**src/rtl/tone_divider.sv**
```systemverilog
// Programmable tone generator: clock prescaler feeding a reloadable up-counter
// whose terminal count toggles the speaker square wave. All-ones code means rest.
module tone_divider #(
  parameter int CODE_W  = 11,
  parameter int PRE_DIV = 4
) (
  input  logic              CLK,
  input  logic              RST,
  input  logic              EN,
  input  logic [CODE_W-1:0] F_CODE,
  output logic              SPKS,
  output logic              FULL,
  output logic              REST
);

  localparam int PRE_W = (PRE_DIV > 1) ? $clog2(PRE_DIV) : 1;
  localparam logic [PRE_W-1:0]  PRE_LAST = PRE_W'(PRE_DIV - 1);
  localparam logic [CODE_W-1:0] ALL_ONES = '1;

  logic [PRE_W-1:0]  pre;
  logic [CODE_W-1:0] cnt;
  logic [CODE_W-1:0] code_q;
  logic              tick;

  assign tick = EN && (pre == PRE_LAST);

  // REST follows the latched code, so it only changes at terminal counts.
  assign REST = &code_q;

  // F_CODE is only sampled at a terminal count, so every half-period completes.
  always_ff @(posedge CLK) begin
    if (RST) begin
      pre    <= '0;
      cnt    <= ALL_ONES;
      code_q <= ALL_ONES;
      SPKS   <= 1'b0;
      FULL   <= 1'b0;
    end else if (!EN) begin
      pre  <= '0;
      SPKS <= 1'b0;
      FULL <= 1'b0;
    end else begin
      pre  <= tick ? '0 : pre + 1'b1;
      FULL <= 1'b0;
      if (tick) begin
        if (cnt == ALL_ONES) begin
          cnt    <= F_CODE;
          code_q <= F_CODE;
          if (F_CODE != ALL_ONES) begin
            SPKS <= ~SPKS;
            FULL <= 1'b1;
          end else begin
            SPKS <= 1'b0;
          end
        end else begin
          cnt <= cnt + 1'b1;
        end
      end
    end
  end

endmodule

```
**config.mk**
```make
export PLATFORM = sky130hd
export DESIGN_NAME = tone_divider
export DESIGN_NICKNAME = d
export VERILOG_FILES = /design/src/rtl/tone_divider.sv
export SDC_FILE = /design/constraint.sdc
export NUM_CORES = 1
export LEC_CHECK = 0
export BUFFER_PORTS_ARGS = -buffer_cell sky130_fd_sc_hd__buf_2
export CORE_AREA = 2 2 49 51
export CTS_BUF_LIST = sky130_fd_sc_hd__clkbuf_8
export DETAILED_ROUTE_END_ITERATION = 12
export DIE_AREA = 0 0 51 53
export PLACE_DENSITY = 0.79
export SLEW_MARGIN = 20
export SYNTH_ARGS = -nofsm -noshare
export SYNTH_HDL_FRONTEND = slang
export SYNTH_SLANG_ARGS = --single-unit
```
**constraint.sdc**
```tcl
create_clock -name CLK -period 4.55 [get_ports CLK]
set_input_delay 0.91 -clock CLK [delete_from_list [all_inputs] [get_ports CLK]]
set_output_delay 0.91 -clock CLK [all_outputs]
set_load 0.02 [all_outputs]
```
==> impl_metrics.xml <==
<?xml version="1.0" encoding="UTF-8"?>
<metrics>
  <group name="status">
    <metric name="outcome" unit="">complete, no violations</metric>
  </group>
  <group name="clocking">
    <metric name="cts.clk_slew.worst_paths" unit="ps">80</metric>
    <metric name="tritoncts" unit="">built</metric>
    <metric name="maximum_clock_insertion_buffer_count" unit="">2</metric>
    <metric name="insertion_delay" unit="ps">260</metric>
    <metric name="post_cts.repair.setup_buffers" unit="">0</metric>
    <metric name="h-tree-depth" unit="">1</metric>
    <metric name="clock-sinks" unit="">26</metric>
    <metric name="cts.root.buffer_cell" unit="">sky130_fd_sc_hd__clkbuf_8</metric>
    <metric name="cts_buffers" unit="">3</metric>
    <metric name="post_cts.resized_instances" unit="">0</metric>
    <metric name="post_cts_hold_buffer_count" unit="">0</metric>
  </group>
  <group name="logic_synthesis">
    <metric name="syn_avg_cell_area" unit="um^2">8.582</metric>
    <metric name="yosys_register_bits" unit="">26</metric>
    <metric name="ys_seq_area_frac" unit="">0.4492</metric>
    <metric name="synthesis.nets" unit="">151</metric>
    <metric name="synthesis_warnings" unit="">0</metric>
    <metric name="yosysUniqueCellTypes" unit="">31</metric>
    <metric name="post_synth_inst_count" unit="">135</metric>
    <metric name="syn-cell-area" unit="mm^2">0.001159</metric>
  </group>
  <group name="power">
    <metric name="switching_share_of_power" unit="">0.2165</metric>
    <metric name="cellInternalPower" unit="mW">0.3004</metric>
    <metric name="comb_power_share" unit="">0.068</metric>
    <metric name="clock_share_of_power" unit="">0.328</metric>
    <metric name="power_switching" unit="mW">0.08299</metric>
    <metric name="irDropWorstVdd" unit="V">0.0002459</metric>
    <metric name="power.share.sequential" unit="">0.603</metric>
    <metric name="p_per_area" unit="mW/mm^2">296.9</metric>
    <metric name="p_leak" unit="nW">0.6267</metric>
    <metric name="power.total" unit="mW">0.3834</metric>
  </group>
  <group name="finish">
    <metric name="antenna_cells_inserted" unit="">0</metric>
    <metric name="fillers" unit="">192</metric>
    <metric name="num-nets-final" unit="">167</metric>
    <metric name="post_route_cells_drive_above_1_share" unit="">0.1544</metric>
    <metric name="most_common_library_cell_in_the_layout_ignoring_fill_and_taps" unit="">sky130_fd_sc_hd__dfxtp_1</metric>
    <metric name="area_delta_synth_final" unit="%">11.45</metric>
    <metric name="top_library_cells_by_usage_in_the_layout_fill_and_taps_aside" unit="">sky130_fd_sc_hd__dfxtp_1, sky130_fd_sc_hd__nand2_1, sky130_fd_sc_hd__buf_2</metric>
  </group>
  <group name="setup_path">
    <metric name="worstReg2RegStart" unit="">cnt[0]$_SDFFE_PP1P_</metric>
    <metric name="timing.critical_path.required" unit="ps">3640</metric>
    <metric name="worst_r2r_path_depth" unit="">5</metric>
    <metric name="timing.critical_path.to_type" unit="">output port</metric>
    <metric name="worstSetupPathType" unit="">reg2out</metric>
    <metric name="critPathMaxFanout" unit="">2</metric>
    <metric name="worst_setup_path_endpoint" unit="">REST</metric>
    <metric name="setup.reg_to_reg.worst_slack" unit="ps">2720</metric>
    <metric name="startpoint" unit="">code_q[1]$_SDFFE_PP1P_</metric>
    <metric name="timing.critical_path.from_type" unit="">flip-flop</metric>
    <metric name="crit_arrival" unit="ps">1090</metric>
    <metric name="crit-reg2reg-capture" unit="">code_q[7]$_SDFFE_PP1P_</metric>
  </group>
  <group name="global_routing">
    <metric name="pin_count_of_the_biggest_net_entering_global_routing" unit="">20</metric>
    <metric name="vias_in_the_first_global_route" unit="">947</metric>
    <metric name="grt_antenna_before_repair" unit="">0</metric>
    <metric name="grt_first_pass_wirelength" unit="um">3939</metric>
    <metric name="grt_remaining_overflow" unit="">0</metric>
    <metric name="grtUsageTotal" unit="">0.2019</metric>
  </group>
  <group name="sta">
    <metric name="fin_crit" unit="ps">1999</metric>
    <metric name="setup_viol" unit="">0</metric>
    <metric name="rsz0062_at_grt" unit="">false</metric>
    <metric name="max_slew_margin" unit="">0.6832</metric>
    <metric name="fmaxAchievable" unit="MHz">500.4</metric>
    <metric name="share_of_the_clock_period_used_by_the_worst_path" unit="">0.4392</metric>
    <metric name="final_hold_viol_count" unit="">0</metric>
    <metric name="fin_setup_tns" unit="ps">0</metric>
    <metric name="timing.final.max_slew_violations" unit="">0</metric>
    <metric name="timing.clock.skew" unit="ps">1.368</metric>
    <metric name="pin_slew_with_the_least_headroom_to_its_limit" unit="ps">475.1</metric>
  </group>
  <group name="drt">
    <metric name="vias_per_cell" unit="">5.582</metric>
    <metric name="drt-initial-drc-count" unit="">19</metric>
    <metric name="vias" unit="">988</metric>
    <metric name="ant_nets" unit="">0</metric>
    <metric name="drt_pass1_iterations" unit="">4</metric>
    <metric name="wirelength" unit="um">2427</metric>
    <metric name="drc" unit="">0</metric>
    <metric name="routed_wire_length_per_instance" unit="um">13.71</metric>
  </group>
  <group name="floorplan">
    <metric name="chipWidth" unit="um">51</metric>
    <metric name="die-area" unit="mm^2">0.002703</metric>
    <metric name="pin_count" unit="">17</metric>
    <metric name="initial_utilization" unit="">0.5393</metric>
    <metric name="placeableCoreArea" unit="mm^2">0.002148</metric>
    <metric name="row_count" unit="">17</metric>
    <metric name="die_h" unit="um">53</metric>
  </group>
  <group name="placed_design">
    <metric name="place.port_buffers" unit="">16</metric>
    <metric name="detailedPlacementHpwl" unit="um">1759</metric>
    <metric name="replace_congestion" unit="">0.9280</metric>
  </group>
  <group name="worst_hold_path">
    <metric name="hold_class" unit="">reg2reg</metric>
  </group>
  <group name="flow_run">
    <metric name="cap_viol_max_count" unit="">0</metric>
  </group>
</metrics>
-- registers in the layout, indices dropped and copies added (netlist names) --
register  cells
FULL          1
code_q       11
SPKS          1
pre           2
cnt          11
-- layer usage --
metal | track usage | vias to the layer above | wire length, um
met5 | 0 | - | 0
met4 | 0.1306 | 0 | 67
met3 | 0.04520 | 6 | 105
met2 | 0.3593 | 25 | 1164
met1 | 0.2143 | 442 | 1089
li1 | - | 515 | -
-- critical path, stage by stage (launching register included) --
cell	delay [ps]
sky130_fd_sc_hd__dfxtp_1	350
sky130_fd_sc_hd__nand4_1	110
sky130_fd_sc_hd__nor3_1	180
sky130_fd_sc_hd__buf_2	180
-- cell usage after synthesis --
library cell,count,area (um^2)
sky130_fd_sc_hd__nor3_1,11,55.05
sky130_fd_sc_hd__nand4_4,1,21.27
sky130_fd_sc_hd__nand4_1,9,56.30
sky130_fd_sc_hd__o211ai_1,1,7.510
sky130_fd_sc_hd__nand2b_1,1,6.260
sky130_fd_sc_hd__and2_1,1,6.260
sky130_fd_sc_hd__a211o_1,2,17.52
sky130_fd_sc_hd__or3_1,1,6.260
sky130_fd_sc_hd__xnor2_1,2,17.52
sky130_fd_sc_hd__buf_2,1,5.000
sky130_fd_sc_hd__and3_1,1,6.260
sky130_fd_sc_hd__and3_4,1,11.26
sky130_fd_sc_hd__clkbuf_1,3,11.26
sky130_fd_sc_hd__o21bai_1,7,52.55
sky130_fd_sc_hd__nand3b_1,2,15.01
sky130_fd_sc_hd__and4b_1,1,10.01
sky130_fd_sc_hd__nor3b_1,1,7.510
sky130_fd_sc_hd__nor4_1,1,6.260
sky130_fd_sc_hd__o21a_1,1,7.510
sky130_fd_sc_hd__buf_4,1,7.510
sky130_fd_sc_hd__nand2_1,24,90.09
sky130_fd_sc_hd__ha_1,2,25.02
sky130_fd_sc_hd__nand3_1,9,45.04
sky130_fd_sc_hd__and4_1,1,8.760
sky130_fd_sc_hd__a21oi_1,8,40.04
sky130_fd_sc_hd__inv_1,1,3.750
sky130_fd_sc_hd__and4_4,2,22.52
sky130_fd_sc_hd__o31a_1,1,8.760
sky130_fd_sc_hd__nor2_1,9,33.78
sky130_fd_sc_hd__dfxtp_1,26,520.5
sky130_fd_sc_hd__xor2_1,3,26.28
-- cells by family (layout without fill, tap and decap cells) --
logic type,Yosys count,in the layout,synth area share
compound gates,20,20,0.1156
xor+xnor,5,5,0.03780
fa+ha+maj,2,2,0.02159
buf+inv,6,20,0.02375
flops,26,26,0.4492
simple gates,76,76,0.3521
-- worst min path at each step --
stage / from / to / cells after the start
floorplan: pre[0]$_SDFF_PP0_ / pre[0]$_SDFF_PP0_ / 1
global placement: pre[0]$_SDFF_PP0_ / pre[0]$_SDFF_PP0_ / 1
detailed placement: code_q[8]$_SDFFE_PP1P_ / code_q[8]$_SDFFE_PP1P_ / 2
CTS: code_q[8]$_SDFFE_PP1P_ / code_q[8]$_SDFFE_PP1P_ / 2
global route: pre[0]$_SDFF_PP0_ / pre[0]$_SDFF_PP0_ / 1
finish: pre[0]$_SDFF_PP0_ / pre[0]$_SDFF_PP0_ / 1
-- power groups by stage --
| stage | Combinational (mW) | Clock, mW | Sequential, mW |
|---|---|---|---|
| 2_1_floorplan | 0.0150 | 0 | 0.236 |
| 3_3_place_gp | 0.0253 | 0 | 0.236 |
| 3_5_place_dp | 0.0260 | 0 | 0.237 |
| 4_1_cts | 0.0262 | 0.129 | 0.231 |
| 5_1_grt | 0.0288 | 0.139 | 0.232 |
| 6_report | 0.0262 | 0.126 | 0.231 |
-- stage by stage --
stage               utilization  worst slack, ps  hold WS, ps  cells  area [um^2]
floorplan                     -             2732        408.4    135         1159
global placement         0.5818             2387        416.6    174         1250
detailed placement       0.5818             2334        435.5    174         1250
CTS                      0.6010             2543        449.1    177         1291
global route             0.6010             2413        465.7    177         1291
finish                   0.6010             2551        442.2    177         1291
-- cell type report --
type / count / area [um^2] / share of cell area
well taps: 28 / 35.03 / 0.02713
clock buffers: 3 / 41.29 / 0.03198
flip-flops and latches: 26 / 520.5 / 0.4031
inverters: 1 / 3.754 / 0.002907
repair buffers: 16 / 80.08 / 0.06202
multi-input cells: 103 / 610.6 / 0.4729
Note: power is estimated with default switching activity, not from simulation.
